`src/rtl/booth_product_accumulator.sv`:
```
// Accumulates groups of signed Booth products with saturation, tracks per-group
// energy, and presents each group result under a valid/ready handshake.
module booth_product_accumulator #(
  parameter int ACC_W = 24,
  parameter int EN_W  = 12
) (
  input  logic             clk,
  input  logic             reset_n,
  input  logic [15:0]      product,
  input  logic             done,
  input  logic [7:0]       power_consumption,
  input  logic [3:0]       acc_len,
  input  logic             clear,
  input  logic             out_ready,
  output logic [ACC_W-1:0] acc_out,
  output logic             acc_valid,
  output logic             sat,
  output logic [EN_W-1:0]  energy_total,
  output logic [7:0]       drop_cnt,
  output logic             busy
);

  typedef enum logic [1:0] {IDLE, ACCUM, HOLD} state_t;

  state_t           state;
  logic [ACC_W-1:0] acc;
  logic [EN_W-1:0]  energy;
  logic [4:0]       count;
  logic [4:0]       len;

  logic [ACC_W-1:0] product_ext;
  logic [ACC_W:0]   acc_sum;
  logic             acc_ovf;
  logic [ACC_W-1:0] acc_next;
  logic [EN_W:0]    power_ext;
  logic [EN_W:0]    energy_sum;
  logic [EN_W-1:0]  energy_next;
  logic [4:0]       start_len;

  // One extra guard bit on each sum exposes signed overflow and energy carry-out.
  always_comb begin
    product_ext       = {ACC_W{product[15]}};
    product_ext[15:0] = product;
    acc_sum  = {acc[ACC_W-1], acc} + {product_ext[ACC_W-1], product_ext};
    acc_ovf  = acc_sum[ACC_W] ^ acc_sum[ACC_W-1];
    acc_next = acc_sum[ACC_W-1:0];
    if (acc_ovf) begin
      acc_next = acc_sum[ACC_W] ? {1'b1, {(ACC_W-1){1'b0}}} : {1'b0, {(ACC_W-1){1'b1}}};
    end
    power_ext       = '0;
    power_ext[7:0]  = power_consumption;
    energy_sum      = {1'b0, energy} + power_ext;
    energy_next     = energy_sum[EN_W] ? '1 : energy_sum[EN_W-1:0];
    start_len       = (acc_len == 4'd0) ? 5'd16 : {1'b0, acc_len};
  end

  always_ff @(posedge clk or negedge reset_n) begin
    if (!reset_n) begin
      state    <= IDLE;
      acc      <= '0;
      energy   <= '0;
      count    <= '0;
      len      <= '0;
      sat      <= 1'b0;
      drop_cnt <= '0;
    end else if (clear) begin
      state  <= IDLE;
      acc    <= '0;
      energy <= '0;
      count  <= '0;
      sat    <= 1'b0;
    end else begin
      case (state)
        IDLE: begin
          if (done) begin
            len    <= start_len;
            acc    <= product_ext;
            energy <= power_ext[EN_W-1:0];
            count  <= 5'd1;
            sat    <= 1'b0;
            state  <= (start_len == 5'd1) ? HOLD : ACCUM;
          end
        end
        ACCUM: begin
          if (done) begin
            acc    <= acc_next;
            sat    <= sat | acc_ovf;
            energy <= energy_next;
            count  <= count + 5'd1;
            if (count + 5'd1 == len) state <= HOLD;
          end
        end
        HOLD: begin
          if (out_ready) begin
            // A product arriving with the handshake opens the next group directly.
            if (done) begin
              len    <= start_len;
              acc    <= product_ext;
              energy <= power_ext[EN_W-1:0];
              count  <= 5'd1;
              sat    <= 1'b0;
              state  <= (start_len == 5'd1) ? HOLD : ACCUM;
            end else begin
              acc    <= '0;
              energy <= '0;
              count  <= '0;
              sat    <= 1'b0;
              state  <= IDLE;
            end
          end else if (done && drop_cnt != 8'hFF) begin
            drop_cnt <= drop_cnt + 8'd1;
          end
        end
        default: state <= IDLE;
      endcase
    end
  end

  assign acc_out      = acc;
  assign energy_total = energy;
  assign acc_valid    = (state == HOLD);
  assign busy         = (state != IDLE);

endmodule

```
`config.mk`:
```
export PLATFORM = sky130hd
export DESIGN_NAME = booth_product_accumulator
export DESIGN_NICKNAME = d
export VERILOG_FILES = /design/src/rtl/booth_product_accumulator.sv
export SDC_FILE = /design/constraint.sdc
export NUM_CORES = 1
export LEC_CHECK = 0
export ABC_AREA = 0
export BUFFER_PORTS_ARGS = -buffer_cell sky130_fd_sc_hd__buf_2
export CAP_MARGIN = 40
export CORE_ASPECT_RATIO = 1.75
export CORE_UTILIZATION = 61
export DETAILED_ROUTE_END_ITERATION = 6
export GPL_ROUTABILITY_DRIVEN = 0
export GPL_TIMING_DRIVEN = 0
export HOLD_SLACK_MARGIN = 0.12
export PLACE_DENSITY = 0.82
export SLEW_MARGIN = 15
export SYNTH_ARGS = -nofsm -noshare
export SYNTH_HDL_FRONTEND = slang
export SYNTH_SLANG_ARGS = --single-unit
```
`constraint.sdc`:
```
create_clock -name clk -period 8 [get_ports clk]
set_input_delay 0 -clock clk [delete_from_list [all_inputs] [get_ports clk]]
set_output_delay 0 -clock clk [all_outputs]
set_load 0.02 [all_outputs]
```
==> results of run 1 <==
[metal layers]
metal | up-vias | wire length [µm]
met5 | - | 0
met4 | 0 | 736
met3 | 58 | 514
met2 | 181 | 6834
met1 | 2122 | 4717
li1 | 2101 | -
[kinds of logic (layout without fill, tap and decap cells)]
family                     Yosys count  after routing
AOI/OAI and AO/OA                  177            177
muxes                               11             11
adders and majority gates           40             40
xor gates and xnor gates            40             40
and+or+nand+nor                    138            138
DFF                                 57             57
buffers and inverters               36            159
[cells in the mapped netlist (all sizes together), types with 3 or more instances]
library cell / count
nand2: 35
nor3: 11
and2: 6
mux2i: 5
a211oi: 6
o21bai: 5
a211o: 5
dfrtp: 57
xnor2: 22
clkbuf: 11
a21oi: 53
xor2: 18
nand4: 6
a221o: 9
nor2: 41
nand3: 8
a22o: 4
o211ai: 7
and3: 6
mux2: 6
nand2b: 4
buf: 7
a22oi: 13
o31ai: 4
o21ai: 40
inv: 18
ha: 38
nor2b: 5
a311oi: 3
or2: 4
a21o: 10
a31oi: 3
[timing repair]
action | CTS | global route
hold buffers | 30 | 0
endpoints found under the setup margin | 0 | 0
hold endpoints to repair | 88 | 0
[metrics by stage]
step	std cells	setup WS, ns	util
floorplan	499	5.058	-
global placement	661	4.753	0.7109
detailed placement	661	4.683	0.7112
CTS	706	4.662	0.8004
global route	706	4.286	0.8004
finish	706	4.545	0.8004
[power by group through the flow]
| stage | clock, W | combinational (W) | sequential (W) |
|---|---|---|---|
| 6_report | 0.000407 | 0.000997 | 0.000441 |
| 5_1_grt | 0.000426 | 0.00109 | 0.000447 |
| 2_1_floorplan | 0 | 0.000643 | 0.000501 |
| 3_5_place_dp | 0 | 0.000951 | 0.000441 |
| 4_1_cts | 0.000408 | 0.000978 | 0.000437 |
| 3_3_place_gp | 0 | 0.000924 | 0.000435 |
[worst max-delay path by stage]
stage	cells past startpoint	slack, ns	from	to
after CTS	11	4.66	acc_out[0]	acc_out[6]
after floorplan	10	5.06	acc_out[0]	acc_out[0]
after global placement	11	4.75	acc_out[0]	acc_out[6]
after detailed placement	11	4.68	acc_out[0]	acc_out[12]
after global routing	11	4.29	acc_out[0]	acc_out[5]
final	11	4.54	acc_out[0]	acc_out[5]
[worst max-delay path: stages (launching register included)]
cell and delay [ns]:
dfrtp_1 0.41, ha_1 0.25, fa_1 0.44, a211oi_1 0.26, o21ai_1 0.18, o211ai_1 0.42
a31oi_1 0.18, nor3b_1 0.46, mux2i_2 0.17, nand2_1 0.15, buf_2 0.26, o21ai_1 0.14
[sequential cells by signal, indices dropped and copies added, names as in the netlist]
name          count
state             2
len               5
drop_cnt          8
energy_total     12
acc_out          24
count             5
sat               1
[final cells by class]
class	count	area (µm²)
fillers	458	1379
multi-input cells	406	2836
clock buffers	13	280.3
clock inverters	2	35.03
flip-flops and latches	57	1426
inverters	18	67.56
well taps	84	105.1
plain buffers	18	83.83
repair buffers	108	693.2
==> out/qor.yml, run 1 <==
synth:
  synth_xor_area_frac: 0.08107
  synth_seq_area_share: 0.3231
  synth_compound_area_frac: 0.2662
  yosysTopAreaCell: "dfrtp_1"
  synthArstFlopShare: 1.000
  synth_top_cell_area_share: 0.3231
  synth_warnings: 0
  synthSimpleGateAreaFrac: 0.1511
  synth_edf_count: 0
  synth_top_family_by_area: "compound AO/OA/AOI/OAI gates"
  synth.cell_area_um2: 4414
  synth.area.top_cells: "dfrtp_1, ha_1, a21oi_1"
  syn_inst: 499
  synth_cell_types: 63
  yosys.area_share.adder: 0.1168
  ys_ff_latch: 57
  synth_mux_area_frac: 0.02749
  avgSynthCellArea_um2: 8.846
  synth_fp_nets: 572
  ys.flop_type: "dfrtp_1"
cells_and_area:
  final_area_um2: 5528
  drive_gt1_frac: 0.1913
  synthToLayoutAreaGrowth_pct: 25.23
  mostFrequentLayoutCells: "buf_2, dfrtp_1, a21oi_1"
  diodes: 0
  layout.cells.most_common: "buf_2"
  nets: 691
global_routing:
  grt_pass1_wl_um: 20820
  grt_pass1_vias: 4519
  met2_usage: 0.6347
  grtUsageTotal: 0.3614
  grt_use_met3: 0.06574
  overflow: 0
  grt_max_degree: 58
  grt_most_used_layer: "met2"
  use_met1: 0.3793
  antenna_found_initial: 0
job:
  maxCapViolCount: 0
clocking:
  h-tree-depth: 3
  clockBufferDepth: 2
  cts_root_buf: "clkbuf_16"
  cts_tree: "yes"
  post_cts_resized: 0
  clk_pin_slew_worst_paths_ns: 0.05
  clk_latency_ns: 0.33
  cts_setup_buffers: 0
  clock_sinks: 57
  cts_made_buffers: 9
sta:
  hold_slack_ns: 0.1564
  finalCriticalPeriod_ns: 3.455
  setup-tns-final_ns: 0
  setup_violations: 0
  rsz0062_at_grt: "false"
  relSlewSlack: 0.4098
  fin_crit_sh: 0.4319
  report.final.slew_viol_count: 0
  fin_worst_skew_ns: 0.004288
  worst_slew_pin_slew_ns: 0.8821
  timing.fmax_mhz: 289.4
  hold_viol: 0
routing:
  vias_per_cell: 6.320
  ant_nets: 0
  num_vias: 4462
  drc_errors: 0
  drt_first_pass_iters: 5
  wl_um: 12800
  post_drt_wl_per_cell_um: 18.13
  drt_iter0_drc: 300
power:
  pwr-share-comb: 0.541
  power_frac_clock: 0.221
  power_leakage_nw: 2.761
  switching_share: 0.4393
  total_power_w: 0.001844
  seq_power_share: 0.239
  net-switching-power_w: 0.0008102
  ir_drop_mv: 0.2213
  p_int_w: 0.001034
  pwr_density_cell_nw_per_um2: 333.6
place:
  post_dp_cell_area_um2: 4912
  dp_hpwl_um: 8554
  io_buffers: 78
min_path:
  min_from: "done"
  hold_path_end: "sat"
  whs_path_depth: 4
  min_path_type: "in -> reg"
floorplanning:
  coreArea_um2: 6907
  chipHeight_um: 114.5
  dieArea_um2: 7594
  initial_core_util: 0.6391
  fp.dieW_um: 66.31
  io_pins: 80
  placementRows: 40
critical_path:
  cp.arrival_ns: 3.65
  worstSetupStartpointType: "register"
  crit_path_max_fanout: 10
  r2r_start: "acc_out[0]"
  r2r_cells: 11
  path_class: "reg -> reg"
  timing.reg2reg.setup_slack_ns: 4.54
  r2r_end: "acc_out[5]"
  critPathCaptureType: "register"
  cp.required_ns: 8.20
status:
  status: "completed"
(Power assumes the default switching activity.)
==> run 2: changes to the inputs <==
- CORE_UTILIZATION: 61 -> 51
- PLACE_DENSITY: 0.82 -> 0.73
- clock period: 8 -> 3.1 ns (I/O delays scaled with it)
==> run 2 against run 1 <==
Net effect: first-iteration DRC count increased by 2.3%; largest power group unchanged; critical path type unchanged; power grew to 2.6 times the previous value; sequential power rose to 2.6 times the previous value.
==> out/qor.yml, run 2 (synthesis gave the netlist of run 1 again) <==
place:
  pre_cts_slack_ns: -0.2032
  place_inst: 692
  dp_hpwl_um: 8645
  io_buffers: 78
clocking:
  clockBufferDepth: 2
  h-tree-depth: 3
  clk_pin_slew_worst_paths_ns: 0.05
  clock_sinks: 57
  cts_made_buffers: 9
  cts_root_buf: "clkbuf_16"
  clk_latency_ns: 0.33
  cts_tree: "yes"
floorplanning:
  coreArea_um2: 8368
  dieArea_um2: 9046
  chipHeight_um: 125.1
  fp.dieW_um: 72.33
  io_pins: 80
  initial_core_util: 0.5275
  placementRows: 44
routing:
  wl_met1_um: 4454
  wl_um: 12130
  met2_length_um: 6494
  num_vias: 4420
  ant_nets: 0
  dr_wl_met3_um: 534
  vias_per_cell: 5.957
  drc_errors: 0
  top_layer_used: "met4"
  post_drt_wl_per_cell_um: 16.34
  drt_iter0_drc: 307
  drt_first_pass_iters: 5
power:
  pwr_density_cell_nw_per_um2: 852.4
  power_leakage_nw: 2.791
  ir_drop_mv: 0.4349
critical_path:
  crit_path_max_fanout: 4
  r2r_cells: 11
  r2r_end: "acc_out[20]"
  cp.arrival_ns: 3.25
  timing.reg2reg.setup_slack_ns: 0.05
  cp.required_ns: 3.30
  critPathCaptureType: "register"
  r2r_start: "acc_out[0]"
  path_class: "reg -> reg"
  worstSetupStartpointType: "register"
global_routing:
  grt_pass1_vias: 4455
  grt_pass1_wl_um: 19870
  overflow: 0
  grtUsageTotal: 0.2799
  grt_max_degree: 58
  antenna_found_initial: 0
sta:
  finalCriticalPeriod_ns: 3.048
  setup_violations: 0
  report.final.slew_viol_count: 0
  fin_crit_sh: 0.9831
  rsz0062_at_grt: "true"
  hold_slack_ns: 0.1318
  setup-tns-final_ns: 0
  worst_slew_pin_slew_ns: 0.7533
  fin_worst_skew_ns: 0.005775
  timing.fmax_mhz: 328.1
  setup_ws_ns: 0.05239
  hold_viol: 0
  relSlewSlack: 0.4978
cells_and_area:
  fin_cells: 742
  nets: 695
  seqCellArea_um2: 1426
  multiInputGateArea_um2: 2900
  synthToLayoutAreaGrowth_pct: 28.83
  drive_gt1_frac: 0.2105
  layout.cells.most_common: "buf_2"
  mostFrequentLayoutCells: "buf_2, dfrtp_1, a21oi_1"
  nFillCells: 738
  diodes: 0
  largest_reg_flops: 24
min_path:
  min_path_type: "in -> reg"
  whs_path_depth: 3
  min_from: "product[11]"
  hold_path_end: "acc_out[11]"
job:
  maxCapViolCount: 0
status:
  status: "completed"
[run 2: cell type report]
class | instances | share of cell area
Inverter | 18 | 0.01188
Clock inverter | 6 | 0.01606
Clock buffer | 10 | 0.04202
Tap cell | 115 | 0.02530
Buffer | 18 | 0.01628
Multi-Input combinational cell | 406 | 0.5100
Sequential cell | 57 | 0.2508
Timing Repair Buffer | 112 | 0.1276
[run 2: timing repair]
action / CTS / global route
gates cloned: 0 / 0
hold buffers: 30 / 0
resized for setup: 3 / 14
buffers inserted: 1 / 3
hold endpoints to repair: 87 / 0
endpoints found under the setup margin: 21 / 35
pin swaps: 1 / 3
[run 2: report_power, final]
group | leakage [nW] | switching [W] | internal, W
clock | 0.151 | 0.000364 | 0.000725
combinational | 1.87 | 0.00156 | 0.00107
sequential | 0.768 | 0.000187 | 0.000945
[run 2: worst max-delay path by stage]
stage                from  cells past startpoint     endpoint  slack [ns]
5_1_grt        acc_out[0]                     11  acc_out[20]       -0.06
3_3_place_gp   acc_out[0]                     11   acc_out[7]       -0.15
6_report       acc_out[0]                     11  acc_out[20]        0.05
3_5_place_dp   acc_out[0]                     11   acc_out[4]       -0.20
4_1_cts        acc_out[1]                     10  acc_out[15]        0.01
2_1_floorplan  acc_out[0]                     10   acc_out[0]        0.16
[run 2: layer usage]
layer,global-route usage,up-vias
met4,0.1915,0
met5,0,-
met3,0.05157,56
met2,0.4926,157
li1,-,2101
met1,0.2908,2106
[run 2: stage by stage]
step / cell area (µm²) / power, W / util
after global placement: 4949 / 0.003542 / 0.5914
after floorplan: 4414 / 0.002951 / -
after global routing: 5687 / 0.005197 / 0.6796
final: 5687 / 0.004847 / 0.6796
after CTS: 5597 / 0.004764 / 0.6688
after detailed placement: 4951 / 0.003601 / 0.5917
[run 2: critical path, cell delays in order (launching register included)]
cell and delay [ns]:
dfrtp_1 0.40, ha_1 0.25, fa_1 0.45, a211oi_2 0.25, o21ai_2 0.14, o211ai_1 0.25, buf_4 0.16, a21oi_1 0.07
o21a_1 0.19, or4_1 0.40, a21oi_1 0.26, o21ai_0 0.11
